[src/rtl/seven_seg_scan_ctrl_pkg.sv]
// Shared types and defaults for the seven-segment scan controller.
// Optional feature macro: SEVEN_SEG_DIMMING_EN.
package seven_seg_pkg;

  typedef enum logic [1:0] {
    ST_IDLE = 2'd0,
    ST_ON   = 2'd1,
    ST_DEAD = 2'd2
  } scan_state_t;

  localparam int DEF_NDIGIT   = 3;
  localparam int DEF_ON_CYC   = 262144;
  localparam int DEF_DEAD_CYC = 1024;

  function automatic int cnt_w(input int on_cyc, input int dead_cyc);
    return $clog2(on_cyc > dead_cyc ? on_cyc : dead_cyc);
  endfunction

endpackage

[src/rtl/seven_seg_scan_ctrl_if.sv]
// Display-word load handshake between a producer and the scan controller.
// Optional feature macro: SEVEN_SEG_DIMMING_EN (not used here).
interface seven_seg_scan_ctrl_if
  import seven_seg_pkg::*;
#(
  parameter int NDIGIT = DEF_NDIGIT
);
  logic                  load_valid;
  logic [4*NDIGIT-1:0]   load_data;
  logic                  load_ready;

  modport master (
    output load_valid,
    output load_data,
    input  load_ready
  );

  modport slave (
    input  load_valid,
    input  load_data,
    output load_ready
  );
endinterface

[src/rtl/seven_seg_scan_ctrl_scan_slot_timer.sv]
// Loadable slot down-counter producing ON and DEAD expiry strobes.
// Optional feature macro: SEVEN_SEG_DIMMING_EN exposes the count.
module scan_slot_timer
  import seven_seg_pkg::*;
#(
  parameter int ON_CYC   = DEF_ON_CYC,
  parameter int DEAD_CYC = DEF_DEAD_CYC,
  parameter int CW       = cnt_w(ON_CYC, DEAD_CYC)
) (
  input  logic          clk,
  input  logic          rst,
  input  logic          clr,
  input  logic          ld_on,
  input  logic          ld_dead,
  input  logic          run_on,
  input  logic          run_dead,
`ifdef SEVEN_SEG_DIMMING_EN
  output logic [CW-1:0] count,
`endif
  output logic          on_exp,
  output logic          dead_exp
);

  localparam logic [CW-1:0] ON_M1   = CW'(ON_CYC - 1);
  localparam logic [CW-1:0] DEAD_M1 = CW'(DEAD_CYC - 1);

  logic [CW-1:0] cnt;
  logic          zero;

  // Saturates at zero so the count never wraps inside a state.
  always_ff @(posedge clk or negedge rst) begin
    if (!rst) begin
      cnt <= '0;
    end else if (clr) begin
      cnt <= '0;
    end else if (ld_on) begin
      cnt <= ON_M1;
    end else if (ld_dead) begin
      cnt <= DEAD_M1;
    end else if (!zero) begin
      cnt <= cnt - CW'(1);
    end
  end

  assign zero     = (cnt == '0);
  assign on_exp   = run_on & zero;
  assign dead_exp = run_dead & zero;
`ifdef SEVEN_SEG_DIMMING_EN
  assign count    = cnt;
`endif

endmodule

[src/rtl/seven_seg_scan_ctrl.sv]
// Multiplexed seven-segment scan controller with double-buffered BCD word.
// Optional feature macro: SEVEN_SEG_DIMMING_EN adds a brightness port.
module seven_seg_scan_ctrl
  import seven_seg_pkg::*;
#(
  parameter int NDIGIT   = DEF_NDIGIT,
  parameter int ON_CYC   = DEF_ON_CYC,
  parameter int DEAD_CYC = DEF_DEAD_CYC,
  parameter int IW       = $clog2(NDIGIT)
) (
  input  logic          clk,
  input  logic          rst,
  input  logic          en,
`ifdef SEVEN_SEG_DIMMING_EN
  input  logic [2:0]    brightness,
`endif
  input  logic          blank_lz,
  seven_seg_scan_ctrl_if.slave ld,
  output logic [3:0]    bcd_digit,
  output logic [IW-1:0] digit_idx,
  output logic [NDIGIT-1:0] seg_anode,
  output logic          frame_done
);

  localparam int CW = cnt_w(ON_CYC, DEAD_CYC);
  localparam logic [IW-1:0] LAST = IW'(NDIGIT - 1);

  scan_state_t         state, state_nxt;
  logic [IW-1:0]       idx_nxt;
  logic [4*NDIGIT-1:0] active, shadow, act_nxt;
  logic                pending;
  logic                take, copy;
  logic                ld_on, ld_dead, clr;
  logic                on_exp, dead_exp;
  logic                dim_ok;
  logic [NDIGIT-1:0]   blank;
  logic                lead;
  logic [3:0]          dig_nxt;

  scan_slot_timer #(
    .ON_CYC   (ON_CYC),
    .DEAD_CYC (DEAD_CYC),
    .CW       (CW)
  ) u_timer (
    .clk      (clk),
    .rst      (rst),
    .clr      (clr),
    .ld_on    (ld_on),
    .ld_dead  (ld_dead),
    .run_on   (state == ST_ON),
    .run_dead (state == ST_DEAD),
`ifdef SEVEN_SEG_DIMMING_EN
    .count    (slot_cnt),
`endif
    .on_exp   (on_exp),
    .dead_exp (dead_exp)
  );

`ifdef SEVEN_SEG_DIMMING_EN
  logic [CW-1:0] slot_cnt;
  assign dim_ok = (slot_cnt[CW-1 -: 3] <= brightness);
`else
  assign dim_ok = 1'b1;
`endif

  always_comb begin
    state_nxt = state;
    idx_nxt   = digit_idx;
    ld_on     = 1'b0;
    ld_dead   = 1'b0;
    clr       = 1'b0;
    if (!en) begin
      state_nxt = ST_IDLE;
      idx_nxt   = '0;
      clr       = 1'b1;
    end else begin
      unique case (state)
        ST_IDLE: begin
          state_nxt = ST_ON;
          idx_nxt   = '0;
          ld_on     = 1'b1;
        end
        ST_ON: if (on_exp) begin
          state_nxt = ST_DEAD;
          ld_dead   = 1'b1;
        end
        ST_DEAD: if (dead_exp) begin
          state_nxt = ST_ON;
          ld_on     = 1'b1;
          idx_nxt   = (digit_idx == LAST) ? '0 : digit_idx + IW'(1);
        end
        default: state_nxt = ST_IDLE;
      endcase
    end
  end

  assign frame_done    = dead_exp & en & (digit_idx == LAST);
  assign ld.load_ready = ~pending;
  assign take          = ld.load_valid & ~pending;
  assign copy          = pending & (frame_done | (state == ST_IDLE));
  // A copy on the frame boundary must already be visible to digit 0.
  assign act_nxt       = copy ? shadow : active;
  assign dig_nxt       = act_nxt[{idx_nxt, 2'b00} +: 4];

  always_comb begin
    lead  = blank_lz;
    blank = '0;
    for (int i = NDIGIT - 1; i > 0; i--) begin
      lead     = lead & (active[4*i +: 4] == 4'd0);
      blank[i] = lead;
    end
  end

  always_comb begin
    seg_anode = '0;
    if (state == ST_ON && !blank[digit_idx] && dim_ok)
      seg_anode[digit_idx] = 1'b1;
  end

  always_ff @(posedge clk or negedge rst) begin
    if (!rst) begin
      state     <= ST_IDLE;
      digit_idx <= '0;
      bcd_digit <= '0;
      active    <= '0;
      shadow    <= '0;
      pending   <= 1'b0;
    end else begin
      state     <= state_nxt;
      digit_idx <= idx_nxt;
      if (ld_on)
        bcd_digit <= dig_nxt;
      if (take) begin
        shadow  <= ld.load_data;
        pending <= 1'b1;
      end else if (copy) begin
        active  <= shadow;
        pending <= 1'b0;
      end
    end
  end

endmodule

[src/flat_wrapper.sv]
// flat-port wrapper written by rule: the top's interface ports become plain ports
module seven_seg_scan_ctrl_flat import seven_seg_pkg::*;
#(
  parameter int NDIGIT   = DEF_NDIGIT,
  parameter int ON_CYC   = DEF_ON_CYC,
  parameter int DEAD_CYC = DEF_DEAD_CYC,
  parameter int IW       = $clog2(NDIGIT)
)
  (clk, rst, en, blank_lz, bcd_digit, digit_idx, seg_anode, frame_done, ld_load_valid, ld_load_data, ld_load_ready);
  seven_seg_scan_ctrl_if #(.NDIGIT(NDIGIT)) ld_i ();
  input  logic clk;
  input  logic rst;
  input  logic en;
  input  logic blank_lz;
  output logic [3:0] bcd_digit;
  output logic [IW-1:0] digit_idx;
  output logic [NDIGIT-1:0] seg_anode;
  output logic frame_done;
  input wire logic [$bits(ld_i.load_valid)-1:0] ld_load_valid;
  input wire logic [$bits(ld_i.load_data)-1:0] ld_load_data;
  output wire logic [$bits(ld_i.load_ready)-1:0] ld_load_ready;
  assign ld_i.load_valid = ld_load_valid;
  assign ld_i.load_data = ld_load_data;
  assign ld_load_ready = ld_i.load_ready;
  seven_seg_scan_ctrl #(.NDIGIT(NDIGIT), .ON_CYC(ON_CYC), .DEAD_CYC(DEAD_CYC), .IW(IW)) u_core (.clk(clk), .rst(rst), .en(en), .blank_lz(blank_lz), .ld(ld_i), .bcd_digit(bcd_digit), .digit_idx(digit_idx), .seg_anode(seg_anode), .frame_done(frame_done));
endmodule
[config.mk]
export PLATFORM = sky130hd
export DESIGN_NAME = seven_seg_scan_ctrl_flat
export DESIGN_NICKNAME = d
export VERILOG_FILES = /design/src/rtl/seven_seg_scan_ctrl_pkg.sv /design/src/rtl/seven_seg_scan_ctrl_if.sv /design/src/rtl/seven_seg_scan_ctrl_scan_slot_timer.sv /design/src/rtl/seven_seg_scan_ctrl.sv /design/src/flat_wrapper.sv
export SDC_FILE = /design/constraint.sdc
export NUM_CORES = 1
export LEC_CHECK = 0
export BUFFER_PORTS_ARGS = -buffer_cell sky130_fd_sc_hd__buf_2
export CAP_MARGIN = 0
export CORE_UTILIZATION = 29
export CTS_CLUSTER_DIAMETER = 120
export CTS_CLUSTER_SIZE = 10
export DETAILED_ROUTE_END_ITERATION = 6
export SLEW_MARGIN = 15
export SYNTH_ARGS = -nofsm -noshare
export SYNTH_HDL_FRONTEND = slang
export SYNTH_SLANG_ARGS = --single-unit
export TNS_END_PERCENT = 30
[constraint.sdc]
create_clock -name clk -period 2.7 [get_ports clk]
set_input_delay 0 -clock clk [delete_from_list [all_inputs] [get_ports clk]]
set_output_delay 0 -clock clk [all_outputs]
set_load 0.1 [all_outputs]
==> impl_metrics.tcl <==
set metrics [dict create \
    outcome "completed" \
    root_buffer "clkbuf_8" \
    netlist_top_cells_count "51 x dfrtp_1, 24 x mux2_2, 19 x nor2_1" \
    viasPerCell 4.80 \
    cap_viol_max_count 0 \
    synth-seq-cells 51 \
    power_leakage_nw 1.30 \
    multi_input_area_um2 1120 \
    layout-drive-gt1-share_pct 28.3 \
    use_met1_pct 17.5 \
    grt_pass1_vias 1827 \
    cp-end-kind "output pin" \
    clock-sinks 51 \
    grt_pass1_wl_mm 8.80 \
    finalHoldWorstSlack_ns 0.299 \
    cts_tree "built" \
    start_util_pct 29.9 \
    crit_buf_inv 2 \
    gp_congestion 0.808 \
    rsz0062_at_grt "false" \
    place_worst_setup_slack_ns 0.326 \
    synth_edf_count 0 \
    slew_violations 0 \
    syn_nets 241 \
    dp.cells 358 \
    via_count 1827 \
    path_cells "inv_1 > ha_1 > nor3b_1 > nand4b_1 > nor4_4 > buf_2" \
    synth_top_cell_area_share_pct 52.3 \
    wl_per_cell_um 13.3 \
    cp.required_ns 2.70 \
    avgSynthCellArea_um2 11.0 \
    hold_path.class "in -> async" \
    period_share_pct 89.7 \
    cts_setup_buffers 0 \
    crit_fanout 4 \
    finalClockSkew_ns 0.00631 \
    drc 0 \
    yosysSeqAreaShare_pct 52.3 \
    setup_viol 0 \
    final_area_um2 3030 \
    period_needed_ns 2.42 \
    core-area_um2 8180 \
    htree_levels 2 \
    wl_mm 5.07 \
    power_density_nw_per_um2 698 \
    path_clk_slew_ns 0.10 \
    fmax_mhz 413 \
    seq_area_um2 1280 \
    ir_drop_uv 305 \
    fin_tns_setup_ns 0 \
    hpwlAfterDp_mm 3.68 \
    ant_nets 0 \
    synth_area_leaders "dfrtp_1 52%, mux2_2 11%, a21oi_1 3.7%" \
    synthFlopType "dfrtp_1" \
    synth_top_area_cell "dfrtp_1" \
    drtIter0Drc 90 \
    grt_use_total_pct 12.7 \
    nets 293 \
    clkLatencyLatePin_ns 0.30 \
    startpoint "u_core.u_timer.cnt[0]" \
    syn_to_final_growth_pct 23.9 \
    arrival_ns 2.42 \
    synthCells 223 \
    crit-reg2reg-launch "u_core.u_timer.cnt[0]" \
    nFillCells 815 \
    port_buffers 27 \
    syn_area_um2 2440 \
    synth_cell_types 39 \
    fin_util_pct 37.0 \
    finalNonFillerCells 381 \
    ios 28 \
    synthArstFlopShare_pct 100 \
    fin_ws_ns 0.279 \
    drtPass1Iterations 4 \
    cts_buffers 5 \
    cpPeakStageDelay_ns 0.47 \
    grt_use_met2_pct 20.4 \
    die_y_um 93.8 \
    cts-resized-gates 0 \
    worst_pin_slew_ns 0.767 \
    rows 33 \
    finalPower_mw 2.11 \
    yosysWarnings 0 \
    antenna_found_initial 0 \
    synth.most_common_cell "dfrtp_1" \
    use_met3_pct 1.94 \
    regToRegSetupSlack_ns 0.32 \
    path_class "reg -> out" \
    cts.path.max_buffers 2 \
    slowest_stage "buf_2" \
    top_usage_layer "met2" \
    timing.rr.end "u_core.bcd_digit[3]" \
    start_kind "flip-flop" \
    die_x_um 93.8 \
    postPlaceCellArea_um2 2780 \
    relSlewSlack_pct 48.9 \
    grt.overflow.total 0 \
    final_hold_viol_count 0 \
    critPathTopFamily "simple AND/OR/NAND/NOR gates" \
    fp.dieArea_um2 8790 \
    n_antenna_cell 0 \
    r2r_cells 9 \
    grt_max_degree 36 \
]
report_power, final:
part,switching (mW),internal [mW]
Clock,0.259,0.210
Sequential,0.106,0.939
Combinational,0.363,0.236
sequential cells by signal, indices dropped and copies added (netlist names):
register	count
u_core.u_timer.cnt	18
u_core.active	12
u_core.shadow	12
u_core.bcd_digit	4
u_core.digit_idx	2
u_core.state	2
u_core.pending	1
layout by cell type, fill, tap and decap left out, types with 2 or more instances in the layout:
cell type / count
xnor2_1: 7
a21oi_1: 18
nor4_4: 2
nor4_1: 8
nand3_1: 6
a22oi_1: 3
nor3b_1: 2
o21ai_0: 4
or3_1: 2
buf_4: 11
o21a_1: 3
nor2b_1: 5
nand2_1: 11
and4_1: 2
nand2b_1: 4
nor2_1: 19
dlygate4sd3_1: 15
nor3_1: 5
a32oi_1: 2
nand3b_1: 5
a21oi_2: 2
xor2_1: 6
and2_1: 2
buf_2: 27
inv_1: 8
mux2_2: 24
a31oi_1: 2
dfrtp_1: 51
clkbuf_8: 6
area by class of cell:
| type | instances | area share, % |
|---|---|---|
| Inverter | 8 | 0.992 |
| Clock inverter | 2 | 0.537 |
| Sequential cell | 51 | 42.2 |
| Timing Repair Buffer | 53 | 12.2 |
| Multi-Input combinational cell | 156 | 37.1 |
| Clock buffer | 6 | 2.73 |
| Tap cell | 105 | 4.34 |
repair_timing:
item                                    CTS  global route
endpoints found under the setup margin    0             0
hold buffers                             15             0
hold endpoints to repair                 50             0
layer usage:
layer / share of wire, % / wire (um)
met1: 49 / 2480
met2: 47 / 2380
met3: 2.9 / 149
met4: 1.2 / 61
met5: 0 / 0
worst max-delay path by stage:
stage	end	cells after the start
floorplan	seg_anode[1]	2
global placement	u_core.bcd_digit[3]	9
detailed placement	u_core.bcd_digit[3]	9
CTS	frame_done	6
global route	frame_done	6
finish	frame_done	6
cells by family after synthesis:
kind of cell	share of synthesized area [%]
simple gates	17.6
flops	52.3
compound gates	9.99
mux	12.1
buf+inv	2.92
xor+xnor	4.66
fa+ha+maj	0.512
(Power assumes the default switching activity.)
